===== src/rtl/dmem_access_ctrl_pkg.sv =====
// Shared definitions for the data-memory access controller.
//   - Load/store size codes seen by the extension stage (byte/half/word).
//   - Base byte-strobe patterns, shifted into lane position per access.
//   - Request-side FSM state encoding.
//   - Helpers for alignment check, strobe generation and store-lane shifting.
package dmem_access_ctrl_pkg;

    localparam logic [1:0] DMEM_EXT_BYTE = 2'b00;
    localparam logic [1:0] DMEM_EXT_HALF = 2'b01;
    localparam logic [1:0] DMEM_EXT_WORD = 2'b10;

    localparam logic [3:0] DMEM_STRB_BYTE = 4'b0001;
    localparam logic [3:0] DMEM_STRB_HALF = 4'b0011;
    localparam logic [3:0] DMEM_STRB_WORD = 4'b1111;

    typedef enum logic {
        ST_IDLE = 1'b0,
        ST_REQ  = 1'b1
    } req_state_e;

    // Any size code other than byte/half is handled as a word access.
    function automatic logic is_misaligned(input logic [1:0] size, input logic [1:0] ofs);
        case (size)
            DMEM_EXT_BYTE: is_misaligned = 1'b0;
            DMEM_EXT_HALF: is_misaligned = ofs[0];
            default:       is_misaligned = (ofs != 2'b00);
        endcase
    endfunction

    function automatic logic [3:0] lane_strobe(input logic [1:0] size, input logic [1:0] ofs);
        case (size)
            DMEM_EXT_BYTE: lane_strobe = DMEM_STRB_BYTE << ofs;
            DMEM_EXT_HALF: lane_strobe = DMEM_STRB_HALF << ofs;
            default:       lane_strobe = DMEM_STRB_WORD;
        endcase
    endfunction

    function automatic logic [31:0] lane_data(input logic [31:0] wdata, input logic [1:0] ofs);
        lane_data = wdata << {ofs, 3'b000};
    endfunction

endpackage


===== src/rtl/dmem_access_ctrl_if.sv =====
// Data-memory bus between the access controller (master) and memory (slave).
//   bus_req_valid/ready : request handshake
//   bus_req_addr        : word-aligned byte address
//   bus_req_we          : write enable
//   bus_req_wstrb       : byte lane strobes
//   bus_req_wdata       : lane-shifted store data
//   bus_rsp_valid       : in-order response, always accepted
//   bus_rsp_rdata       : load data word
interface dmem_access_ctrl_if;

    logic        bus_req_valid;
    logic        bus_req_ready;
    logic [31:0] bus_req_addr;
    logic        bus_req_we;
    logic [3:0]  bus_req_wstrb;
    logic [31:0] bus_req_wdata;
    logic        bus_rsp_valid;
    logic [31:0] bus_rsp_rdata;

    modport master (
        output bus_req_valid,
        output bus_req_addr,
        output bus_req_we,
        output bus_req_wstrb,
        output bus_req_wdata,
        input  bus_req_ready,
        input  bus_rsp_valid,
        input  bus_rsp_rdata
    );

    modport slave (
        input  bus_req_valid,
        input  bus_req_addr,
        input  bus_req_we,
        input  bus_req_wstrb,
        input  bus_req_wdata,
        output bus_req_ready,
        output bus_rsp_valid,
        output bus_rsp_rdata
    );

endinterface


===== src/rtl/dmem_access_ctrl_meta_fifo.sv =====
// In-order metadata queue for outstanding memory requests.
//   clk, rst_n         : clock, asynchronous active-low reset (clears pointers)
//   push, push_data    : enqueue (ignored when full unless popping the same cycle)
//   pop, pop_data      : dequeue head; pop_data shows the head combinationally
//   full, empty        : occupancy flags
module dmem_meta_fifo #(
    parameter int W     = 11,
    parameter int DEPTH = 2
) (
    input  logic         clk,
    input  logic         rst_n,
    input  logic         push,
    input  logic [W-1:0] push_data,
    input  logic         pop,
    output logic [W-1:0] pop_data,
    output logic         full,
    output logic         empty
);

    localparam int AW = $clog2(DEPTH);
    localparam logic [AW:0] PTR_ONE = 1;

    logic [W-1:0] mem [DEPTH];
    logic [AW:0]  wr_ptr;
    logic [AW:0]  rd_ptr;
    logic         do_push;
    logic         do_pop;

    // Extra pointer MSB distinguishes full from empty when the indices match.
    assign empty    = (wr_ptr == rd_ptr);
    assign full     = (wr_ptr[AW] != rd_ptr[AW]) && (wr_ptr[AW-1:0] == rd_ptr[AW-1:0]);
    assign do_pop   = pop & ~empty;
    assign do_push  = push & (~full | do_pop);
    assign pop_data = mem[rd_ptr[AW-1:0]];

    always_ff @(posedge clk or negedge rst_n) begin
        if (!rst_n) begin
            wr_ptr <= '0;
            rd_ptr <= '0;
        end else begin
            if (do_push) wr_ptr <= wr_ptr + PTR_ONE;
            if (do_pop)  rd_ptr <= rd_ptr + PTR_ONE;
        end
    end

    always_ff @(posedge clk) begin
        if (do_push) mem[wr_ptr[AW-1:0]] <= push_data;
    end

endmodule


===== src/rtl/dmem_access_ctrl.sv =====
// Load/store request stage feeding the load-extension stage.
// Accepts LSU ops, traps misaligned accesses, issues word-aligned bus
// requests with byte strobes and lane-shifted store data, and pairs each
// in-order response with its queued metadata.
//   clk, rst_n          : clock, asynchronous active-low reset
//   lsu_*               : op from EX (valid/ready handshake)
//   misalign_valid/addr : registered one-cycle misaligned-access exception
//   bus                 : data-memory bus (master side)
//   dmem_out/shift/ext_size/ext_unsign, load_valid, load_rd : load result
//   store_done          : store ack pulse
//   busy                : request queued or in flight
module dmem_access_ctrl
    import dmem_access_ctrl_pkg::*;
#(
    parameter int OUTSTANDING = 2,
    parameter int RD_W        = 5
) (
    input  logic            clk,
    input  logic            rst_n,
    input  logic            lsu_valid,
    output logic            lsu_ready,
    input  logic            lsu_is_store,
    input  logic [31:0]     lsu_addr,
    input  logic [31:0]     lsu_wdata,
    input  logic [1:0]      lsu_size,
    input  logic            lsu_unsign,
    input  logic [RD_W-1:0] lsu_rd,
    output logic            misalign_valid,
    output logic [31:0]     misalign_addr,
    dmem_access_ctrl_if.master bus,
    output logic [31:0]     dmem_out,
    output logic [1:0]      dmem_shift,
    output logic [1:0]      dmem_ext_size,
    output logic            dmem_ext_unsign,
    output logic            load_valid,
    output logic [RD_W-1:0] load_rd,
    output logic            store_done,
    output logic            busy
);

    // Metadata layout: {shift, size, unsign, rd, is_store}
    localparam int META_W = 2 + 2 + 1 + RD_W + 1;

    req_state_e        state_q;
    req_state_e        state_d;
    logic              req_valid_p1;
    logic [31:0]       req_addr_p1;
    logic              req_we_p1;
    logic [3:0]        req_wstrb_p1;
    logic [31:0]       req_wdata_p1;
    logic              rsp_arm;

    logic              mis_p0;
    logic              rsp_vld_p0;
    logic              slot_free_p0;
    logic              bus_free_p0;
    logic              req_vld_p0;
    logic              mis_vld_p0;
    logic [META_W-1:0] meta_push_p0;
    logic [META_W-1:0] meta_head_p0;
    logic              fifo_full;
    logic              fifo_empty;

    logic [1:0]        head_shift;
    logic [1:0]        head_size;
    logic              head_unsign;
    logic [RD_W-1:0]   head_rd;
    logic              head_is_store;

    // ---- p0: accept decision from EX inputs and current bus/queue state ----
    assign mis_p0       = is_misaligned(lsu_size, lsu_addr[1:0]);
    // Responses in the first cycle after reset release are dropped via rsp_arm.
    assign rsp_vld_p0   = bus.bus_rsp_valid & rsp_arm & ~fifo_empty;
    // A same-cycle pop frees a slot for a push even when the queue is full.
    assign slot_free_p0 = ~fifo_full | rsp_vld_p0;
    assign bus_free_p0  = ~req_valid_p1 | bus.bus_req_ready;
    assign lsu_ready    = mis_p0 | (slot_free_p0 & bus_free_p0);
    assign req_vld_p0   = lsu_valid & ~mis_p0 & slot_free_p0 & bus_free_p0;
    assign mis_vld_p0   = lsu_valid & mis_p0;
    assign meta_push_p0 = {lsu_addr[1:0], lsu_size, lsu_unsign, lsu_rd, lsu_is_store};

    assign {head_shift, head_size, head_unsign, head_rd, head_is_store} = meta_head_p0;

    dmem_meta_fifo #(
        .W     (META_W),
        .DEPTH (OUTSTANDING)
    ) u_meta_fifo (
        .clk       (clk),
        .rst_n     (rst_n),
        .push      (req_vld_p0),
        .push_data (meta_push_p0),
        .pop       (rsp_vld_p0),
        .pop_data  (meta_head_p0),
        .full      (fifo_full),
        .empty     (fifo_empty)
    );

    // ---- p1: request FSM and registered bus outputs ----
    always_ff @(posedge clk or negedge rst_n) begin
        if (!rst_n) state_q <= ST_IDLE;
        else        state_q <= state_d;
    end

    always_comb begin
        state_d = state_q;
        case (state_q)
            ST_IDLE: if (req_vld_p0) state_d = ST_REQ;
            ST_REQ:  if (bus.bus_req_ready && !req_vld_p0) state_d = ST_IDLE;
            default: state_d = ST_IDLE;
        endcase
    end

    always_comb begin
        req_valid_p1 = (state_q == ST_REQ);
    end

    // Payload only loads on a new accept, so it holds while the bus stalls.
    always_ff @(posedge clk or negedge rst_n) begin
        if (!rst_n) begin
            req_addr_p1  <= '0;
            req_we_p1    <= 1'b0;
            req_wstrb_p1 <= '0;
            req_wdata_p1 <= '0;
        end else if (req_vld_p0) begin
            req_addr_p1  <= {lsu_addr[31:2], 2'b00};
            req_we_p1    <= lsu_is_store;
            req_wstrb_p1 <= lane_strobe(lsu_size, lsu_addr[1:0]);
            req_wdata_p1 <= lane_data(lsu_wdata, lsu_addr[1:0]);
        end
    end

    assign bus.bus_req_valid = req_valid_p1;
    assign bus.bus_req_addr  = req_addr_p1;
    assign bus.bus_req_we    = req_we_p1;
    assign bus.bus_req_wstrb = req_wstrb_p1;
    assign bus.bus_req_wdata = req_wdata_p1;

    always_ff @(posedge clk or negedge rst_n) begin
        if (!rst_n) begin
            misalign_valid <= 1'b0;
            misalign_addr  <= '0;
        end else begin
            misalign_valid <= mis_vld_p0;
            if (mis_vld_p0) misalign_addr <= lsu_addr;
        end
    end

    // ---- p1: response pairing with queued metadata ----
    always_ff @(posedge clk or negedge rst_n) begin
        if (!rst_n) rsp_arm <= 1'b0;
        else        rsp_arm <= 1'b1;
    end

    always_ff @(posedge clk or negedge rst_n) begin
        if (!rst_n) begin
            load_valid      <= 1'b0;
            store_done      <= 1'b0;
            dmem_out        <= '0;
            dmem_shift      <= '0;
            dmem_ext_size   <= '0;
            dmem_ext_unsign <= 1'b0;
            load_rd         <= '0;
        end else begin
            load_valid <= rsp_vld_p0 & ~head_is_store;
            store_done <= rsp_vld_p0 & head_is_store;
            if (rsp_vld_p0 && !head_is_store) begin
                dmem_out        <= bus.bus_rsp_rdata;
                dmem_shift      <= head_shift;
                dmem_ext_size   <= head_size;
                dmem_ext_unsign <= head_unsign;
                load_rd         <= head_rd;
            end
        end
    end

    assign busy = ~fifo_empty | req_valid_p1;

endmodule


===== src/flat_wrapper.sv =====
// flat-port wrapper written by rule: the top's interface ports become plain ports
module dmem_access_ctrl_flat import dmem_access_ctrl_pkg::*;
#(
    parameter int OUTSTANDING = 2,
    parameter int RD_W        = 5
)
  (clk, rst_n, lsu_valid, lsu_ready, lsu_is_store, lsu_addr, lsu_wdata, lsu_size, lsu_unsign, lsu_rd, misalign_valid, misalign_addr, dmem_out, dmem_shift, dmem_ext_size, dmem_ext_unsign, load_valid, load_rd, store_done, busy, bus_bus_req_valid, bus_bus_req_addr, bus_bus_req_we, bus_bus_req_wstrb, bus_bus_req_wdata, bus_bus_req_ready, bus_bus_rsp_valid, bus_bus_rsp_rdata);
  dmem_access_ctrl_if bus_i ();
  input  logic clk;
  input  logic rst_n;
  input  logic lsu_valid;
  output logic lsu_ready;
  input  logic lsu_is_store;
  input  logic [31:0] lsu_addr;
  input  logic [31:0] lsu_wdata;
  input  logic [1:0] lsu_size;
  input  logic lsu_unsign;
  input  logic [RD_W-1:0] lsu_rd;
  output logic misalign_valid;
  output logic [31:0] misalign_addr;
  output logic [31:0] dmem_out;
  output logic [1:0] dmem_shift;
  output logic [1:0] dmem_ext_size;
  output logic dmem_ext_unsign;
  output logic load_valid;
  output logic [RD_W-1:0] load_rd;
  output logic store_done;
  output logic busy;
  output wire logic [$bits(bus_i.bus_req_valid)-1:0] bus_bus_req_valid;
  output wire logic [$bits(bus_i.bus_req_addr)-1:0] bus_bus_req_addr;
  output wire logic [$bits(bus_i.bus_req_we)-1:0] bus_bus_req_we;
  output wire logic [$bits(bus_i.bus_req_wstrb)-1:0] bus_bus_req_wstrb;
  output wire logic [$bits(bus_i.bus_req_wdata)-1:0] bus_bus_req_wdata;
  input wire logic [$bits(bus_i.bus_req_ready)-1:0] bus_bus_req_ready;
  input wire logic [$bits(bus_i.bus_rsp_valid)-1:0] bus_bus_rsp_valid;
  input wire logic [$bits(bus_i.bus_rsp_rdata)-1:0] bus_bus_rsp_rdata;
  assign bus_bus_req_valid = bus_i.bus_req_valid;
  assign bus_bus_req_addr = bus_i.bus_req_addr;
  assign bus_bus_req_we = bus_i.bus_req_we;
  assign bus_bus_req_wstrb = bus_i.bus_req_wstrb;
  assign bus_bus_req_wdata = bus_i.bus_req_wdata;
  assign bus_i.bus_req_ready = bus_bus_req_ready;
  assign bus_i.bus_rsp_valid = bus_bus_rsp_valid;
  assign bus_i.bus_rsp_rdata = bus_bus_rsp_rdata;
  dmem_access_ctrl #(.OUTSTANDING(OUTSTANDING), .RD_W(RD_W)) u_core (.clk(clk), .rst_n(rst_n), .lsu_valid(lsu_valid), .lsu_ready(lsu_ready), .lsu_is_store(lsu_is_store), .lsu_addr(lsu_addr), .lsu_wdata(lsu_wdata), .lsu_size(lsu_size), .lsu_unsign(lsu_unsign), .lsu_rd(lsu_rd), .misalign_valid(misalign_valid), .misalign_addr(misalign_addr), .bus(bus_i), .dmem_out(dmem_out), .dmem_shift(dmem_shift), .dmem_ext_size(dmem_ext_size), .dmem_ext_unsign(dmem_ext_unsign), .load_valid(load_valid), .load_rd(load_rd), .store_done(store_done), .busy(busy));
endmodule

===== config.mk =====
export PLATFORM = sky130hd
export DESIGN_NAME = dmem_access_ctrl_flat
export DESIGN_NICKNAME = d
export VERILOG_FILES = /design/src/rtl/dmem_access_ctrl_pkg.sv /design/src/rtl/dmem_access_ctrl_if.sv /design/src/rtl/dmem_access_ctrl_meta_fifo.sv /design/src/rtl/dmem_access_ctrl.sv /design/src/flat_wrapper.sv
export SDC_FILE = /design/constraint.sdc
export NUM_CORES = 1
export LEC_CHECK = 0
export ABC_CLOCK_PERIOD_IN_PS = 7100
export BUFFER_PORTS_ARGS = -buffer_cell sky130_fd_sc_hd__buf_2
export CORE_MARGIN = 1.5
export CORE_UTILIZATION = 35
export CTS_CLUSTER_SIZE = 30
export DETAILED_ROUTE_END_ITERATION = 10
export MAX_ROUTING_LAYER = met4
export PLACE_DENSITY = 0.57
export SKIP_LAST_GASP = 1
export SLEW_MARGIN = 20
export SYNTH_ARGS = -nofsm -noshare
export SYNTH_HDL_FRONTEND = slang
export SYNTH_SLANG_ARGS = --single-unit

===== constraint.sdc =====
create_clock -name clk -period 7.1 [get_ports clk]
set_clock_uncertainty 0.2 [all_clocks]
set_input_delay 1.42 -clock clk [delete_from_list [all_inputs] [get_ports clk]]
set_output_delay 1.42 -clock clk [all_outputs]
set_load 0.02 [all_outputs]

==> results of run 1 <==
[power by group through the flow]
stage                     Sequential (uW)  Clock (uW)  Combinational, uW
final                                1590         890               1550
after global routing                 1640         968               1670
after CTS                            1600         920               1570
after detailed placement             1610           0               1570
after global placement               1590           0               1550
after floorplan                      2020           0                597
[placed cells by master, fill, tap and decap left out, types with 4 or more instances in the layout]
cell,count
a211oi_1,9
a21oi_1,19
a22o_1,8
buf_2,255
clkbuf_16,17
clkinv_4,4
dfrtp_1,150
edfxtp_1,22
mux2_2,102
mux2_4,10
mux2i_1,26
nand2_1,15
nor2_1,13
nor2b_1,10
o21ai_0,20
o31ai_1,9
xnor2_1,5
[per-layer routing]
layer  vias up  global-route usage  share of wire
li1       2217                   -              -
met1      2330               0.197           0.43
met2       176               0.263           0.49
met3        23              0.0497          0.064
met4         0              0.0542          0.017
met5         -                   -              0
[Yosys cell counts, types with 2 or more instances]
master    instances
xor2_1            3
edfxtp_1         22
a22o_1            8
nor2b_1          10
dfrtp_1         150
conb_1            2
a211oi_1          9
a21oi_1          19
clkbuf_1         11
a21o_1            3
o31ai_1           9
buf_2             5
mux2i_1          26
o21ai_0          20
buf_4             3
mux2_2          102
mux2_4           10
xnor2_1           5
nor2_1           13
buf_6             8
nand2_1          15
buf_1             5
inv_1             3
[how the worst min path moves through the flow]
stage / slack, ns / cells after the start / end / from
6_report: 0.30 / 1 / u_core.bus.bus_req_wstrb[0] / u_core.bus.bus_req_wstrb[0]
5_1_grt: 0.32 / 1 / u_core.bus.bus_req_wdata[22] / u_core.bus.bus_req_wdata[22]
4_1_cts: 0.29 / 1 / u_core.bus.bus_req_wstrb[0] / u_core.bus.bus_req_wstrb[0]
3_5_place_dp: 0.28 / 1 / u_core.bus.bus_req_wstrb[0] / u_core.bus.bus_req_wstrb[0]
3_3_place_gp: 0.27 / 1 / u_core.bus.bus_req_wstrb[0] / u_core.bus.bus_req_wstrb[0]
2_1_floorplan: 0.30 / 1 / u_core.u_meta_fifo.wr_ptr[0] / u_core.u_meta_fifo.wr_ptr[0]
[worst reg2reg max path: stages (launching register included)]
cell	delay (ns)
dfrtp_1	0.80
xnor2_1	0.33
a311o_1	0.68
or2_2	0.72
nor2_1	0.81
[through the flow]
step	hold slack (ns)	setup WS, ns
global route	0.316	2.19
finish	0.297	2.38
detailed placement	0.278	2.39
global placement	0.266	2.43
floorplan	0.297	3.13
CTS	0.294	2.38
[final cells by class]
cell class,count,share of cell area
clock buffers,21,0.0510
clock inverters,11,0.0119
inverters,3,0.00125
multi-input cells,271,0.263
flip-flops and latches,172,0.489
well taps,265,0.0367
repair buffers,260,0.147
[kinds of logic after synthesis]
group           Yosys count  share of synthesized area
simple gates             47                     0.0328
mux                     138                      0.223
xor+xnor                  8                     0.0100
flops                   172                      0.633
buf+inv                  35                     0.0299
other cells               2                    0.00108
compound gates           75                     0.0699
[registers in the layout, summed over array words and instances (netlist names), 2 cells and up]
| signal | cells |
|---|---|
| u_core.bus.bus_req_addr | 30 |
| u_core.bus.bus_req_wdata | 32 |
| u_core.bus.bus_req_wstrb | 4 |
| u_core.dmem_ext_size | 2 |
| u_core.dmem_out | 32 |
| u_core.dmem_shift | 2 |
| u_core.load_rd | 5 |
| u_core.misalign_addr | 32 |
| u_core.u_meta_fifo.mem | 22 |
| u_core.u_meta_fifo.rd_ptr | 2 |
| u_core.u_meta_fifo.wr_ptr | 2 |
==> impl_results.md, run 1 <==
- Outcome: complete, no violations
- Power per cell area: 447 nW/um2
- Placed Cells: 970
- Leakage: 0.00426 uW
- Switching share of power: 0.374
- Max_cap viols: 0
- Area of the multi-input gates: roughly 2400 um2
- Critical Path Sink: lsu_ready
- Yosys top cell by area: dfrtp_1
- Number of synthesized register bits: around 170
- Post-synth EDFFs: 22
- CTS tree: built
- Register Area: ~4400 um2
- R2R Path End: u_core.u_meta_fifo.mem[0][5]
- Worst flop-to-flop path startpoint: u_core.u_meta_fifo.rd_ptr[0]
- Worst slew pin tran: 0.994 ns
- Crit path max-delay family: buffers and inverters
- Iter 0 DRT Violations: 222
- Clock root buffer: clkbuf_16
- Area post-placement: ~8400 um2
- Crit path kind: in2out
- HP Class: reg2reg
- Synthesized area per cell: 14.6 um2
- Nets: roughly 840
- Slowest CP cell: buf_2
- CTS H-tree depth: 4
- CTS sink count: 172
- Finish-stage setup viols: 0
- Worst Setup SP: lsu_addr[0]
- DRC violations left: 0
- CTS clk-pin slew, worst paths: 0.06 ns
- WL/cell: around 16 um
- Switching power: 1510 uW
- Final period utilization: 0.665
- CTS Buffer Depth: 2
- Ys async rst share: 0.872
- Worst skew pair latency: between 0.4 and 0.5 ns
- First-pass GRT wire length: ~25000 um
- IR drop worst, VDD: 0.177 mV
- Reg2Reg Depth: 4
- Sequential fraction of the synthesis area: 0.633
- Final Util: 0.462
- Final Total Pwr: between 4000 and 5000 uW
- Fin area: 9030 um2
- Core ar.: 19500 um2
- Clock buffer count from CTS: 17
- Initial Utilization: 0.357
- P_int: 2530 uW
- Register-to-register setup slack: 3.18 ns
- Vias/cell: 4.73
- Netlist Area Pre-Place: 6980 um2
- Yosys warning count: 0
- Worst EP arrival: between 3 and 4 ns
- Top post-synthesis cells by area: dfrtp_1, mux2_2, edfxtp_1
- Number of global-route vias before repair: 4787
- F_max: 212 MHz
- Antenna violations before repair: 0
- CP Max Fanout: 45
- Remaining global-route overflow: 0
- Die Wd: 144 um
- Slew Limit Fails: 0
- Row cnt: 51
- RSZ-0062 raised after global routing: no
- Worst slew margin: 0.335
- Post-route ant nets: 0
- CP bufs+invs: 2
- Endpoint class of the critical path: primary output
- Slowest cell delay on critical path: 0.72 ns
- Post-CTS Setup Bufs: 0
- Yosys top cell area share: 0.538
- Worst EP required: 5.48 ns
- DP HPWL: between 10000 and 15000 um
- Vias: between 4000 and 5000
- Non-filler cells, final: 1003
- Area growth syn-to-layout: 29.4%
- Yosys cell types: 39
- Largest net degree at the start of global routing: 84
- Fillers: 1786
- Cells after synthesis: 477
- Routability cong.: approximately 0.75
- Setup tns final: 0 ns
- Crit path cell chain: buf_2 -> o21ai_0 -> nand2_1 -> a21o_1 -> buf_2
- Top Ports: 259
- Seq pwr share: 0.394
- Die H: 144 um
- Gate power share: 0.385
- Gates resized, CTS repair: 0
- Count of input and output buffers: 256
- Final min period: between 4 and 5 ns
- Ratio of cells with drive above 1 in the final layout: 0.551
- Crit start category: input pin
- Clock power share: 0.221
- CP most frequent cell: buf_2
- Routed WL: 16500 um
- Hold_buf cts: 0
- DRT Pass-1 Iters: 4
- Synth Flop Type: dfrtp_1
- Final hold violations: 0
- Die area: 20800 um2
- Gr usage total: 0.164
- Number of diodes: 0
- Crit path depth: 5
Power figures use the tool's default switching activity.
==> run 2: changes to the inputs <==
ABC_AREA = 1   (was unset)
ABC_CLOCK_PERIOD_IN_PS = 4940   (was 7100)
clock period = 4.94 ns   (was 7.1 ns; I/O delays follow)
==> run 2 against run 1 <==
Against the previous run: total power is 39% higher; largest power group unchanged; global-route usage up 3.4 points; via count increased by 29%; sequential share of layout area shrank 1.2 points; combinational power is 28% higher; first-iteration DRC count rose by 82%; synthesized area increased by 3.2%; flip-flop and latch count unchanged; routed wire length is 25% higher; largest cell class unchanged; setup slack got worse by 0.88 ns; sequential power grew 38%; non-clock buffer count is 3 higher.
==> impl_results.md, run 2 <==
- WL/cell: 15.4 um (was 16.4 um)
- IR drop worst, VDD: 0.244 mV (was 0.177 mV)
- Synthesized area per cell: 8.84 um2 (was 14.6 um2)
- Max_cap viols: 0 (unchanged)
- Top Ports: 259 (unchanged)
- Final Total Pwr: 5620 uW (was 4030 uW)
- Leakage: 0.00517 uW (was 0.00426 uW)
- Antenna violations before repair: 1 (was 0)
- Crit start category: input pin (unchanged)
- Yosys warning count: 0 (unchanged)
- DP Worst Slack: 1.46 ns (was 2.39 ns)
- Synth top cells by count: nand2_1, dfrtp_1, nand3_1, o21ai_0, buf_2 (was dfrtp_1, mux2_2, mux2i_1, edfxtp_1, o21ai_0)
- Top post-synthesis cells by area: dfrtp_1, nand2_1, edfxtp_1 (was dfrtp_1, mux2_2, edfxtp_1)
- Remaining global-route overflow: 0 (unchanged)
- Vias/cell: 4.61 (was 4.73)
- HP Class: reg2reg (unchanged)
- Hold_buf cts: 0 (unchanged)
- First-pass GRT wire length: 32100 um (was 25100 um)
- Worst flop-to-flop path startpoint: u_core.u_meta_fifo.rd_ptr[0] (unchanged)
- Cells after synthesis: 815 (was 477)
- DRC violations left: 0 (unchanged)
- Most frequent cell after synthesis: nand2_1 (was dfrtp_1)
- Die Wd: 146 um (was 144 um)
- Core ar.: 20200 um2 (was 19500 um2)
- Number of synthesized register bits: 172 (unchanged)
- Hold_sp: u_core.bus.bus_req_addr[7] (was u_core.bus.bus_req_wstrb[0])
- Nets: 1158 (was 835)
- CTS tree: built (unchanged)
- Worst EP arrival: 2.25 ns (was 3.10 ns)
- Worst slew pin tran: 0.945 ns (was 0.994 ns)
- P_int: 3390 uW (was 2530 uW)
- Iter 0 DRT Violations: 405 (was 222)
- Area growth syn-to-layout: 28.6% (was 29.4%)
- DRT Pass-1 Iters: 5 (was 4)
- DP HPWL: 13700 um (was 11700 um)
- CTS sink count: 172 (unchanged)
- Netlist Area Pre-Place: 7200 um2 (was 6980 um2)
- Die H: 146 um (was 144 um)
- Fin area: 9260 um2 (was 9030 um2)
- Yosys cell types: 27 (was 39)
- Initial Utilization: 0.356 (was 0.357)
- Number of global-route vias before repair: 5885 (was 4787)
- Clock root buffer: clkbuf_16 (unchanged)
- Worst skew pair latency: 0.42 ns (was 0.41 ns)
- Power per cell area: 607 nW/um2 (was 447 nW/um2)
- Gate power share: 0.353 (was 0.385)
- Outcome: complete, no violations (unchanged)
- Synth Flop Type: dfrtp_1 (unchanged)
- Area post-placement: 8630 um2 (was 8440 um2)
- Ratio of cells with drive above 1 in the final layout: 0.291 (was 0.551)
- Vias: 6139 (was 4746)
- Endpoint class of the critical path: primary output (unchanged)
- Die area: 21400 um2 (was 20800 um2)
- Clock buffer count from CTS: 17 (unchanged)
- Row cnt: 52 (was 51)
- Final hold violations: 0 (unchanged)
- Register-to-register setup slack: 2.00 ns (was 3.18 ns)
- Routed WL: 20600 um (was 16500 um)
- CP Max Fanout: 27 (was 45)
- Final Util: 0.458 (was 0.462)
- Worst Setup SP: lsu_addr[1] (was lsu_addr[0])
- Largest net degree at the start of global routing: 112 (was 84)
- RSZ-0062 raised after global routing: no (unchanged)
- CTS clk-pin slew, worst paths: 0.07 ns (was 0.06 ns)
- Yosys top cell by area: dfrtp_1 (unchanged)
- Post-CTS Setup Bufs: 0 (unchanged)
- Ys async rst share: 0.872 (unchanged)
- CTS H-tree depth: 4 (unchanged)
- Slew Limit Fails: 0 (unchanged)
- Crit path kind: in2out (unchanged)
- Post-synth EDFFs: 22 (unchanged)
- Worst slew margin: 0.368 (was 0.335)
- Clock power share: 0.255 (was 0.221)
- Yosys top cell area share: 0.521 (was 0.538)
- Worst EP required: 3.75 ns (was 5.48 ns)
- Routability cong.: 0.846 (was 0.746)
- Switching power: 2230 uW (was 1510 uW)
- Gr usage total: 0.198 (was 0.164)
- Final period utilization: 0.697
- Commonest non-fill, non-tap cell in the layout: nand2_1 (was buf_2)
- F_max: 291 MHz
- Final min period: 3.44 ns
- Setup tns final: 0 ns (unchanged)
- Seq pwr share: 0.391 (was 0.394)
- Finish-stage setup viols: 0 (unchanged)
- Worst setup margin: 1.50 ns (was 2.38 ns)
- Post-route ant nets: 0 (unchanged)
- Gates resized, CTS repair: 0 (unchanged)
- Commonest cells after routing, fill and taps aside: nand2_1, buf_2, dfrtp_1, nand3_1, o21ai_0 (was buf_2, dfrtp_1, mux2_2, mux2i_1, edfxtp_1)
- Sequential fraction of the synthesis area: 0.613 (was 0.633)
- CTS Buffer Depth: 2 (unchanged)
- Count of input and output buffers: 256 (unchanged)
- Switching share of power: 0.397 (was 0.374)
-- run 2: routing by layer --
layer | up-vias | routed length [um] | global-route usage
li1 | 3047 | - | -
met1 | 2839 | 9510 | 0.261
met2 | 222 | 9360 | 0.298
met3 | 31 | 1230 | 0.0481
met4 | 0 | 476 | 0.0662
met5 | - | 0 | -
-- run 2: cell type report --
class                           count  area (um2)
Antenna cell                        1        2.50
Clock buffer                       18         450
Clock inverter                     14         178
Fill cell                        2035       11000
Inverter                           21        78.8
Multi-Input combinational cell    573        2450
Sequential cell                   172        4410
Tap cell                          270         338
Timing Repair Buffer              263        1340
-- run 2: critical path, stage by stage --
cell     delay (ns)
buf_2          0.36
inv_2          0.26
nand2_1        0.16
nand2_2        0.08
nand3_1        0.18
buf_2          0.21
-- run 2: cells by family after synthesis --
family	share of synthesized area
simple gates	0.284
flops	0.613
buf+inv	0.0471
other cells	0.00104
mux	0.0139
compound gates	0.0374
xor+xnor	0.00365
-- run 2: final timing paths --
path	to	cells after the start
min	u_core.bus.bus_req_addr[7]	2
max reg2reg	u_core.dmem_out[0]	8
max	lsu_ready	6
min reg2reg	u_core.bus.bus_req_addr[7]	2
max in group asynchronous	u_core.misalign_addr[18]	2
min in group asynchronous	u_core.dmem_out[23]	1
-- run 2: per-stage QoR --
step | hold WS [ns] | instances
2_1_floorplan | 0.303 | 816
3_3_place_gp | 0.250 | 1299
3_5_place_dp | 0.257 | 1299
4_1_cts | 0.271 | 1331
5_1_grt | 0.285 | 1332
6_report | 0.268 | 1332
-- run 2: power groups by stage --
stage          Combinational (uW)  Clock (uW)  Sequential, uW
3_3_place_gp                 1990           0            2220
3_5_place_dp                 2010           0            2220
5_1_grt                      2180        1530            2260
2_1_floorplan                 720           0            2750
4_1_cts                      2020        1470            2200
6_report                     1990        1440            2200
==> run 3: changes to the inputs <==
ABC_CLOCK_PERIOD_IN_PS = 2850   (was 4940)
PLACE_DENSITY = 0.59   (was 0.57)
clock period = 2.85 ns   (was 4.94 ns; I/O delays follow)
==> run 3 against run 2 <==
Against the previous run: critical path depth unchanged; hold slack worse by 0.13 ns; setup slack got worse by 1.1 ns; global-route usage up 0.32 points.
==> impl_results.md, run 3 (synthesis results as in run 2) <==
- Core ar.: 20200 um2 (unchanged)
- Most crowded layer after global routing: met2 (unchanged)
- CP most frequent cell: nand2_1 (was buf_2)
- Final hold violations: 0 (unchanged)
- Worst EP required: 2.08 ns (was 3.75 ns)
- WL/cell: 15.2 um (was 15.4 um)
- Post-route ant nets: 0 (unchanged)
- CP Max Fanout: 5 (was 27)
- CTS clk-pin slew, worst paths: 0.07 ns (about the same)
- Largest net degree at the start of global routing: 69 (was 112)
- Crit start category: register (was input pin)
- Nets: 1168 (was 1158)
- CTS tree: built (unchanged)
- Clock root buffer: clkbuf_16 (unchanged)
- Worst skew pair latency: 0.42 ns (about the same)
- Antenna violations before repair: 1 (unchanged)
- Worst slew margin: 0.499 (was 0.368)
- Ratio of cells with drive above 1 in the final layout: 0.297 (was 0.291)
- Clock buffer count from CTS: 17 (unchanged)
- Gr usage total: 0.201 (was 0.198)
- Endpoint class of the critical path: primary output (unchanged)
- Smallest hold slack: 0.138 ns (was 0.268 ns)
- Register Area: 4410 um2 (unchanged)
- Gates resized, CTS repair: 0 (unchanged)
- GRT met1 Usage: 0.256 (was 0.261)
- DP HPWL: 14100 um (was 13700 um)
- IR drop worst, VDD: 0.457 mV (was 0.244 mV)
- Routability cong.: 0.818 (was 0.846)
- Count of input and output buffers: 256 (unchanged)
- Commonest cells after routing, fill and taps aside: nand2_1, buf_2, dfrtp_1, nand3_1, o21ai_0 (unchanged)
- Final Util: 0.460 (was 0.458)
- Area growth syn-to-layout: 29.4% (was 28.6%)
- Finish-stage setup viols: 0 (unchanged)
- Vias: 6189 (was 6139)
- CTS H-tree depth: 4 (unchanged)
- First-pass GRT wire length: 32700 um (was 32100 um)
- Worst EP arrival: 1.73 ns (was 2.25 ns)
- Slowest cell delay on critical path: 0.44 ns (was 0.36 ns)
- Outcome: complete, no violations (unchanged)
- Final period utilization: 0.877
- Slew Limit Fails: 0 (unchanged)
- Slowest CP cell: dfrtp_1 (was buf_2)
- Vias/cell: 4.61 (about the same)
- Remaining global-route overflow: 0 (unchanged)
- F_max: around 400 MHz
- Die Wd: 146 um (unchanged)
- Commonest non-fill, non-tap cell in the layout: nand2_1 (unchanged)
- Max_cap viols: 0 (unchanged)
- Final min period: 2.50 ns
- Fillers: 2018 (was 2035)
- Iter 0 DRT Violations: 373 (was 405)
- HP Class: in2reg (was reg2reg)
- Row cnt: 52 (unchanged)
- CTS sink count: 172 (unchanged)
- M3 GR Usage: 0.0538 (was 0.0481)
- Final Total Pwr: 9630 uW (was 5620 uW)
- Routed WL: 20400 um (was 20600 um)
- RSZ-0062 raised after global routing: no (unchanged)
- Power per cell area: 1030 nW/um2 (was 607 nW/um2)
- DRC violations left: 0 (unchanged)
- Die area: 21400 um2 (unchanged)
- Placed Cells: 1308 (was 1299)
- Met2 global-route usage: 0.312 (was 0.298)
- Leakage: 0.00521 uW (was 0.00517 uW)
- Number of global-route vias before repair: 6012 (was 5885)
- Initial Utilization: 0.356 (unchanged)
- Die H: 146 um (unchanged)
- Crit path kind: reg2out (was in2out)
- Non-filler cells, final: 1342 (was 1332)
- Crit path cell chain: inv_2 -> nand2_1 -> nand2_1 -> nand3_1 -> or2_2 -> buf_2 (was buf_2 -> inv_2 -> nand2_1 -> nand2_2 -> nand3_1 -> buf_2)
- Worst slew pin tran: 0.752 ns (was 0.945 ns)
- Post-CTS Setup Bufs: 0 (unchanged)
- Area of the multi-input gates: 2450 um2 (unchanged)
- CTS Buffer Depth: 2 (unchanged)
- Top Ports: 259 (unchanged)
- Setup tns final: 0 ns (unchanged)
- DRT Pass-1 Iters: 5 (unchanged)
-- run 3: path summary, 6_finish.rpt --
kind / startpoint / to / slack (ns) / cells after the start
worst max register to register: u_core.u_meta_fifo.rd_ptr[0] / u_core.dmem_out[13] / 0.80 / 7
worst min register to register: u_core.bus.bus_req_addr[15] / u_core.bus.bus_req_addr[15] / 0.26 / 2
worst max-delay path: u_core.u_meta_fifo.rd_ptr[0] / busy / 0.35 / 6
min in group asynchronous: rst_n / u_core.dmem_out[13] / 0.46 / 2
max in group asynchronous: rst_n / u_core.dmem_out[1] / 1.23 / 3
worst min-delay path: bus_bus_rsp_rdata[5] / u_core.dmem_out[5] / 0.14 / 3
-- run 3: area by class of cell --
class | count | share of cell area
flip-flops and latches | 172 | 0.474
multi-input cells | 573 | 0.263
repair buffers | 273 | 0.155
clock buffers | 22 | 0.0520
well taps | 270 | 0.0363
clock inverters | 10 | 0.0109
inverters | 21 | 0.00846
diodes | 1 | 0.000269
-- run 3: what timing repair did --
| action | 4_1_cts | 5_1_grt |
|---|---|---|
| hold endpoints to repair | 46 | 0 |
| endpoints found under the setup margin | 0 | 0 |
| hold buffers | 1 | 0 |
-- run 3: layer usage --
metal  wire, um  vias up
met1       9210     2878
met4        380        0
met5          0        -
met3       1370       23
li1           -     3077
met2       9420      211
-- run 3: through the flow --
stage                     worst slack (ns)  instance area (um2)
after floorplan                      0.460                 7210
after global placement               0.558                 8720
after detailed placement             0.492                 8720
after CTS                            0.308                 9310
after global routing                 0.224                 9320
final                                0.350                 9320
-- run 3: critical path, delay by kind of cell (launching register included) --
kind                   cells  cell delay, ns
and+or+nand+nor            4            0.60
DFF                        1            0.44
buffers and inverters      2            0.28
-- run 3: power by group --
part | switching (uW) | leakage [uW] | internal [uW]
clock network | 1010 | 0.000290 | 1310
registers | 460 | 0.00209 | 3340
logic | 2390 | 0.00283 | 1120
